==> config.mk <==
export PLATFORM = sky130hd
export DESIGN_NAME = pipe_hazard_ctrl
export DESIGN_NICKNAME = d
export VERILOG_FILES = /design/src/rtl/pipe_ctrl_pkg.sv /design/src/rtl/mdu_stall_timer.sv /design/src/rtl/pipe_hazard_ctrl.sv
export SDC_FILE = /design/constraint.sdc
export NUM_CORES = 1
export LEC_CHECK = 0
export BUFFER_PORTS_ARGS = -buffer_cell sky130_fd_sc_hd__buf_2
export CAP_MARGIN = 20
export CELL_PAD_IN_SITES_DETAIL_PLACEMENT = 2
export CELL_PAD_IN_SITES_GLOBAL_PLACEMENT = 2
export CORE_MARGIN = 3
export CORE_UTILIZATION = 26
export DETAILED_ROUTE_END_ITERATION = 10
export PLACE_DENSITY_LB_ADDON = 0.1
export SYNTH_ARGS = -nofsm -noshare
export SYNTH_HDL_FRONTEND = slang
export SYNTH_SLANG_ARGS = --single-unit
==> constraint.sdc <==
create_clock -name clk -period 1.92 [get_ports clk]
set_input_delay 0.384 -clock clk [delete_from_list [all_inputs] [get_ports clk]]
set_output_delay 0.384 -clock clk [all_outputs]
set_load 0.02 [all_outputs]
==> src/rtl/pipe_ctrl_pkg.sv <==
// Shared definitions for the pipeline hazard controller: MDU timer state
// encoding, the default multiply/divide latency and the hardwired zero register.
package pipe_ctrl_pkg;

    typedef enum logic {
        RUN      = 1'b0,
        MDU_WAIT = 1'b1
    } mdu_state_t;

    localparam int         MDU_LAT_DEFAULT = 4;
    localparam logic [4:0] REG_ZERO        = 5'd0;

endpackage : pipe_ctrl_pkg

==> src/rtl/mdu_stall_timer.sv <==
// Multi-cycle MDU stall timer. Raises busy for exactly LAT cycles per accepted
// start: the start cycle itself plus LAT-1 wait cycles counted down in cnt.
// The final wait cycle (cnt==0) releases the pipeline and ignores start,
// because the start request still belongs to the op that is being released.
module mdu_stall_timer
    import pipe_ctrl_pkg::*;
#(
    parameter int LAT = MDU_LAT_DEFAULT
) (
    input  logic clk,
    input  logic reset,
    input  logic start,
    input  logic kill,
    output logic busy
);

    localparam logic [7:0] LAT_M1 = 8'(LAT - 1);

    mdu_state_t state, state_nxt;
    logic [7:0] cnt, cnt_nxt;

    // State and countdown register; reset aborts any op in flight.
    always_ff @(posedge clk) begin
        if (reset) begin
            state <= RUN;
            cnt   <= 8'd0;
        end else begin
            state <= state_nxt;
            cnt   <= cnt_nxt;
        end
    end

    // Next-state and busy decode; a taken branch (kill) cancels a start in RUN.
    always_comb begin
        state_nxt = state;
        cnt_nxt   = cnt;
        busy      = 1'b0;
        case (state)
            RUN: begin
                if (start && !kill) begin
                    busy      = 1'b1;
                    state_nxt = MDU_WAIT;
                    cnt_nxt   = LAT_M1;
                end
            end
            MDU_WAIT: begin
                if (cnt != 8'd0) begin
                    busy    = 1'b1;
                    cnt_nxt = cnt - 8'd1;
                end else begin
                    state_nxt = RUN;
                end
            end
            default: begin
                state_nxt = RUN;
                cnt_nxt   = 8'd0;
            end
        endcase
    end

endmodule : mdu_stall_timer

==> src/rtl/pipe_hazard_ctrl.sv <==
// Pipeline hazard controller: resolves taken branches, multi-cycle MDU ops,
// load-use dependencies and jumps into stall/flush controls for the F, D and E
// pipeline registers, and keeps a saturating count of front-end stall cycles.
// Priority: taken branch > MDU > load-use > jump, except that an MDU op already
// in its wait phase holds the pipeline regardless of any other input.
module pipe_hazard_ctrl
    import pipe_ctrl_pkg::*;
#(
    parameter int MDU_LAT = MDU_LAT_DEFAULT
) (
    input  logic        clk,
    input  logic        reset,
    input  logic [4:0]  rsD,
    input  logic [4:0]  rtD,
    input  logic [4:0]  rtE,
    input  logic        memtoregE,
    input  logic        jumpD,
    input  logic        pcsrcE,
    input  logic        mdu_startE,
    output logic        stallF,
    output logic        stallD,
    output logic        stallE,
    output logic        flushD,
    output logic        flushE,
    output logic [15:0] stall_cycles
);

    logic mdu_busy;
    logic load_use;

    function automatic logic [15:0] sat_inc16(input logic [15:0] v, input logic en);
        if (en && (v != 16'hFFFF))
            return v + 16'd1;
        return v;
    endfunction

    mdu_stall_timer #(
        .LAT (MDU_LAT)
    ) u_mdu_timer (
        .clk   (clk),
        .reset (reset),
        .start (mdu_startE),
        .kill  (pcsrcE),
        .busy  (mdu_busy)
    );

    // A load writing r0 never creates a dependency since r0 is hardwired zero.
    assign load_use = memtoregE && (rtE != REG_ZERO) && ((rtE == rsD) || (rtE == rtD));

    // Priority resolution; during reset the flushes clear the pipeline registers.
    always_comb begin
        stallF = 1'b0;
        stallD = 1'b0;
        stallE = 1'b0;
        flushD = 1'b0;
        flushE = 1'b0;
        if (reset) begin
            flushD = 1'b1;
            flushE = 1'b1;
        end else if (mdu_busy) begin
            stallF = 1'b1;
            stallD = 1'b1;
            stallE = 1'b1;
        end else if (pcsrcE) begin
            flushD = 1'b1;
            flushE = 1'b1;
        end else if (load_use) begin
            stallF = 1'b1;
            stallD = 1'b1;
            flushE = 1'b1;
        end else if (jumpD) begin
            flushD = 1'b1;
        end
    end

    // Saturating stall-cycle counter.
    always_ff @(posedge clk) begin
        if (reset)
            stall_cycles <= 16'd0;
        else
            stall_cycles <= sat_inc16(stall_cycles, stallF);
    end

endmodule : pipe_hazard_ctrl

==> impl_metrics.csv, run 1 <==
group,metric,value,unit
layout,finalCoreUtilization,48.1,%
grt,grt_max_degree,18,
timing,timing_hold_violations_final,0,
routing,highest-signal-layer,"met4",
status,status,"complete, but fails checks",
routing,vias,1744,
timing,worst_slack,-0.423,ns
clock_network,cts-buffers-inserted,3,
routing,drc,0,
synthesis,ys_warn_count,0,
timing,holdWs,0.562,ns
power,p_sw_share,30.9,%
timing,finalSetupViolCount,22,
synthesis,synth_cell_types,49,
clock_network,clk_pin_slew,0.09,ns
timing,finClkSkew,0.00301,ns
clock_network,cts_tree,"done",
clock_network,clock_latency,0.28,ns
synthesis,syn_nets,197,
routing,finalWirelength,6210,um
min_path,worstHoldStart,"u_mdu_timer.cnt[0]",
synthesis,synth-seq-area-share,34.1,%
power,peakVddDrop,0.267,mV
synthesis,avgSynthCellArea,8.48,um^2
status,violations,"negative setup slack",
worst_setup_path,r2r_slack,-0.40,ns
timing,worstMarginPinSlew,0.453,ns
worst_setup_path,start_kind,"flip-flop",
timing,rsz0062_at_grt,"true",
routing,first_pass_iters,3,
min_path,min-delay-path-class,"reg -> reg",
layout,regArea,515,um^2
placement,port_buffers,41,
synthesis,synth_cells,173,
worst_setup_path,critPathMaxFanout,4,
clock_network,cts_htree_levels,1,
floorplan,die_h,81.1,um
synthesis,synth_ff_type,"dfxtp_1",
power,powerDensity,529,mW/mm^2
floorplan,start_util,27.8,%
min_path,holdPathStages,2,
synthesis,syn_area,0.00147,mm^2
timing,clock.fmax,0.427,GHz
routing,ant_nets,0,
worst_setup_path,worstReg2RegEnd,"stall_cycles[5]",
power,intPower,0.000927,W
grt,antenna_found_initial,0,
layout,nNetsFinal,302,
grt,grt_pass1_vias,1933,
floorplan,dieArea,0.00658,mm^2
grt,grt_pass1_wl,9260,um
worst_setup_path,reg2reg_depth,12,
layout,layout-drive-gt1-share,57.8,%
timing,slew_violations,0,
synthesis,synth_edf_count,0,
layout,fillers,586,
layout,antennaDiodeCount,0,
timing,slew_headroom,69.5,%
routing,via_per_inst,5.03,
floorplan,die_w,81.1,um
worst_setup_path,cp-end-kind,"primary output",
timing,fin_crit_sh,122,%
synthesis,ys_ff_latch,25,
clock_network,clockBufferDepth,2,
clock_network,root_buffer,"clkbuf_8",
clock_network,cts.sinks,25,
grt,overflow,0,
routing,drt-met1-wl,2230,um
min_path,holdPathEnd,"u_mdu_timer.cnt[0]",
grt,grt_usage,18.1,%
placement,hpwl,4410,um
layout,area_delta_synth_final,72.8,%
synthesis,synth-async-reset-ratio,0,%
worst_setup_path,criticalPathCategory,"reg -> out",
power,power.share.combinational,34.2,%
floorplan,io_pins,42,
power,clkPwrFrac,24.8,%
placement,gp_congestion,0.772,
routing,dr_wl_met2,3790,um
routing,wire_per_inst,17.9,um
power,seq_power_share,41.0,%
run,max_cap_violations,0,
routing,wl_met3,162,um
placement,place_ws,-0.362,ns
worst_setup_path,r2r_start,"u_mdu_timer.cnt[0]",
floorplan,core_area,0.00527,mm^2
power,p_sw,0.000414,W
timing,setup_tns,-6.84,ns
routing,initialDrtViolationCount,51,
timing,period_minus_slack,2.34,ns
layout,multi_input_area,0.00109,mm^2
worst_setup_path,cp_data_required_time,1.54,ns
power,leakage,1.10,nW
worst_setup_path,worstPathArrival,1.96,ns
floorplan,num_rows,26,
[placed cells by master (no fill, tap or decap), types with 3 or more instances in the layout]
| cell type | count |
|---|---|
| buf_4 | 55 |
| buf_2 | 39 |
| a21oi_1 | 13 |
| dfxtp_1 | 13 |
| xnor2_1 | 12 |
| nor2_1 | 12 |
| dfxtp_2 | 12 |
| buf_6 | 11 |
| nand3_1 | 10 |
| or3_1 | 10 |
| nand2_1 | 8 |
| o21ai_1 | 6 |
| nor3_1 | 5 |
| or4_4 | 4 |
| a211oi_1 | 4 |
| inv_1 | 4 |
| a21oi_4 | 3 |
| clkbuf_8 | 3 |
[area by class of cell]
cell class / count / area share, %
Inverter: 6 / 0.888
Sequential cell: 25 / 20.3
Multi-Input combinational cell: 135 / 43.1
Clock inverter: 1 / 0.197
Timing Repair Buffer: 107 / 30.4
Clock buffer: 3 / 1.63
Tap cell: 70 / 3.45
[worst max-delay path by stage]
stage                       start               end  slack [ns]
6_report       u_mdu_timer.cnt[0]            flushD       -0.42
4_1_cts        u_mdu_timer.cnt[6]            flushD       -0.42
3_3_place_gp               pcsrcE  stall_cycles[13]       -0.24
3_5_place_dp               rtE[2]  stall_cycles[13]       -0.36
2_1_floorplan  u_mdu_timer.cnt[0]  stall_cycles[10]       -0.06
5_1_grt        u_mdu_timer.cnt[0]            flushD       -0.52
[state kept, by name, indices dropped and copies added, names as in the netlist]
register,flops
stall_cycles,16
u_mdu_timer.state,1
u_mdu_timer.cnt,8
[synthesized netlist by cell type, types with 3 or more instances]
| cell type | number | area share, % |
|---|---|---|
| dfxtp_1 | 25 | 34 |
| nor3_1 | 7 | 2.4 |
| or4_1 | 3 | 1.5 |
| or3_1 | 11 | 4.7 |
| a211oi_1 | 4 | 2.0 |
| nand2_1 | 9 | 2.3 |
| nor2_1 | 13 | 3.3 |
| a21oi_1 | 17 | 5.8 |
| ha_1 | 3 | 2.6 |
| o21ai_1 | 6 | 2.0 |
| nand3_1 | 10 | 3.4 |
| xnor2_1 | 12 | 7.2 |
| clkbuf_1 | 4 | 1.0 |
| inv_1 | 6 | 1.5 |
| o21ai_0 | 3 | 1.0 |
[through the flow]
step | total power (W) | instances | instance area (um^2)
finish | 0.00134 | 347 | 2540
global route | 0.00142 | 347 | 2540
floorplan | 0.000757 | 173 | 1560
detailed placement | 0.000918 | 326 | 2190
global placement | 0.000895 | 326 | 2190
CTS | 0.00130 | 337 | 2350
[power by group through the flow]
stage	sequential [W]	clock [W]	combinational [W]
2_1_floorplan	0.000569	0	0.000187
5_1_grt	0.000552	0.000371	0.000497
3_5_place_dp	0.000561	0	0.000357
3_3_place_gp	0.000559	0	0.000336
6_report	0.000550	0.000332	0.000459
4_1_cts	0.000549	0.000350	0.000402
[per-layer routing]
metal  vias up  global-route usage [%]
met5         -                       0
met4         0                    2.36
met3         4                    3.22
met2        28                    38.1
met1       867                    18.4
li1        845                       -
[repair_timing]
item,4_1_cts,5_1_grt
gates cloned,0,0
pin swaps,2,7
resized for setup,16,22
setup endpoints to repair,21,26
hold buffers,0,0
buffers inserted,7,10
[cells by family (layout without fill, tap and decap cells)]
kind of cell	Yosys count	in the layout	share of synthesized area, %
xor gates and xnor gates	13	13	7.76
and+or+nand+nor	71	71	27.5
DFF	25	25	34.1
AOI/OAI and AO/OA	44	44	20.5
adders and majority gates	3	3	2.56
buffers and inverters	13	117	4.35
muxes	4	4	3.24
[worst max-delay path, stage by stage, from the launching register on]
cell and delay [ns]:
dfxtp_2 0.34, inv_2 0.08, ha_4 0.12, or3b_4 0.38
o21ai_4 0.16, buf_6 0.13, a21oi_4 0.06, a21o_4 0.21
nor2_4 0.09, buf_6 0.12
No activity file was read; power rests on OpenSTA's default activity.
==> run 2, diff against run 1 <==
- CORE_ASPECT_RATIO: not set -> 0.5
==> run 2 against run 1 <==
  * The flow still finishes with violations (negative setup slack)
  * Clock power up 47%
  * Largest cell class unchanged
  * Worst hold slack worse by 0.018 ns
  * Count of clock-buffer cells in the layout stayed put
  * Register-to-register slack improved by 0.11 ns
  * Core utilization decreased by 0.56 points
  * Flip-flop and latch count unchanged
  * Maximum frequency rose by 1.5%
  * Total power is 9.7% higher
  * Clock skew is 0.0047 ns higher
  * Final cell count fell by 2.9%
  * Critical endpoint unchanged
  * Non-clock buffer count decreased by 10
  * Final area decreased by 2.9%
==> impl_metrics.csv, run 2 (same netlist as run 1, synthesis figures left out) <==
group,metric,value,unit
layout,nNetsFinal,292,
grt,antenna_found_initial,1,
clock_network,cts-buffers-inserted,3,
grt,overflow,0,
placement,port_buffers,41,
timing,holdWs,0.545,ns
routing,vias,1691,
grt,busiest_layer,"met2",
timing,timing_hold_violations_final,0,
floorplan,core_area,0.00518,mm^2
layout,reg_top3,"stall_cycles x16, u_mdu_timer.cnt x8, u_mdu_timer.state x1",
grt,grtUsageMet3,3.57,%
clock_network,clock_latency,0.27,ns
layout,fillers,571,
floorplan,die_w,112,um
clock_network,cts_htree_levels,1,
layout,antennaDiodeCount,0,
grt,grt_usage,17.7,%
timing,finClkSkew,0.00774,ns
clock_network,root_buffer,"clkbuf_16",
placement,hpwl,4110,um
routing,ant_nets,0,
grt,grt_pass1_wl,9340,um
routing,via_per_inst,5.02,
grt,use_met2,36.2,%
worst_setup_path,start_kind,"flip-flop",
clock_network,clockBufferDepth,2,
timing,slew_violations,0,
timing,rsz0062_at_grt,"true",
timing,worst_slack,-0.388,ns
power,peakVddDrop,0.333,mV
placement,gp_congestion,0.695,
power,leakage,1.07,nW
clock_network,cts_tree,"done",
worst_setup_path,worstPathArrival,1.92,ns
routing,drc,0,
run,max_cap_violations,0,
routing,wire_per_inst,17.4,um
layout,largest_register_ff_count,16,
worst_setup_path,r2r_slack,-0.29,ns
floorplan,start_util,28.3,%
layout,area_delta_synth_final,67.9,%
status,status,"complete, but fails checks",
placement,placed_cells,323,
floorplan,die_h,59.1,um
power,total_power,0.00147,W
worst_setup_path,cp-end-kind,"primary output",
layout,regMostFlops,"stall_cycles",
min_path,min-delay-path-class,"reg -> reg",
power,powerDensity,597,mW/mm^2
floorplan,io_pins,42,
worst_setup_path,cp_data_required_time,1.54,ns
clock_network,clk_pin_slew,0.07,ns
grt,met1_usage,19.5,%
routing,finalWirelength,5850,um
clock_network,holdBufCountCts,0,
status,violations,"negative setup slack",
timing,worstMarginPinSlew,0.469,ns
timing,finalSetupViolCount,23,
floorplan,num_rows,18,
layout,finalNonFillerCells,337,
timing,fin_crit_sh,120,%
clock_network,cts.sinks,25,
timing,slew_headroom,68.5,%
timing,clock.fmax,0.433,GHz
floorplan,dieArea,0.00664,mm^2
layout,layout_commonest_cell,"buf_4",
worst_setup_path,critPathMaxFanout,4,
worst_setup_path,criticalPathCategory,"reg -> out",
grt,grt_max_degree,30,
layout,most-common-layout-cells,"48 x buf_4, 38 x buf_2, 14 x a21oi_1",
timing,period_minus_slack,2.31,ns
layout,layout-drive-gt1-share,54.7,%
routing,first_pass_iters,4,
routing,initialDrtViolationCount,51,
grt,grt_pass1_vias,1894,
## run 2: power breakdown
part           leakage, nW  switching, W  internal, W
clock               0.0409      0.000207     0.000282
sequential           0.208     0.0000113     0.000538
combinational        0.823      0.000210     0.000223
## run 2: per-stage QoR
| step | setup TNS, ns | cell area (um^2) | util, % | worst slack [ns] |
|---|---|---|---|---|
| after global routing | -7.54 | 2460 | 47.6 | -0.462 |
| final | -5.27 | 2460 | 47.6 | -0.388 |
| after CTS | -4.80 | 2360 | 45.6 | -0.371 |
| after global placement | -3.37 | 2160 | 41.6 | -0.246 |
| after floorplan | -0.175 | 1560 | - | -0.0611 |
| after detailed placement | -4.21 | 2160 | 41.6 | -0.300 |
## run 2: routing by layer
layer	wire, um	vias to the layer above
li1	-	820
met1	2360	836
met2	3260	27
met3	161	6
met4	49	2
met5	20	-
## run 2: layout make-up
cell class / count / area [um^2] / share of cell area (%)
multi-input cells: 135 / 1080 / 43.8
repair buffers: 97 / 678 / 27.5
flip-flops and latches: 25 / 515 / 20.9
well taps: 70 / 87.6 / 3.56
clock buffers: 3 / 75.1 / 3.05
inverters: 6 / 22.5 / 0.914
clock inverters: 1 / 5.00 / 0.203
## run 2: path summary, 6_finish.rpt
path / start / to / depth (start not counted)
worst max-delay path: u_mdu_timer.cnt[0] / flushD / 9
worst min-delay path: u_mdu_timer.cnt[0] / u_mdu_timer.cnt[0] / 2
worst max register to register: u_mdu_timer.cnt[0] / stall_cycles[9] / 10
worst min register to register: u_mdu_timer.cnt[0] / u_mdu_timer.cnt[0] / 2
## run 2: timing repair
item / CTS / global route
gates resized for setup: 17 / 16
pin swaps: 6 / 9
setup endpoints to repair: 22 / 27
gates cloned: 0 / 0
buffers inserted: 6 / 4
## run 2: critical path: stages (launching register included)
cell	delay, ns
dfxtp_2	0.32
inv_2	0.07
ha_4	0.12
or3b_4	0.39
o21ai_4	0.15
buf_6	0.13
a21oi_4	0.05
a21o_4	0.22
nor2_4	0.08
buf_6	0.12
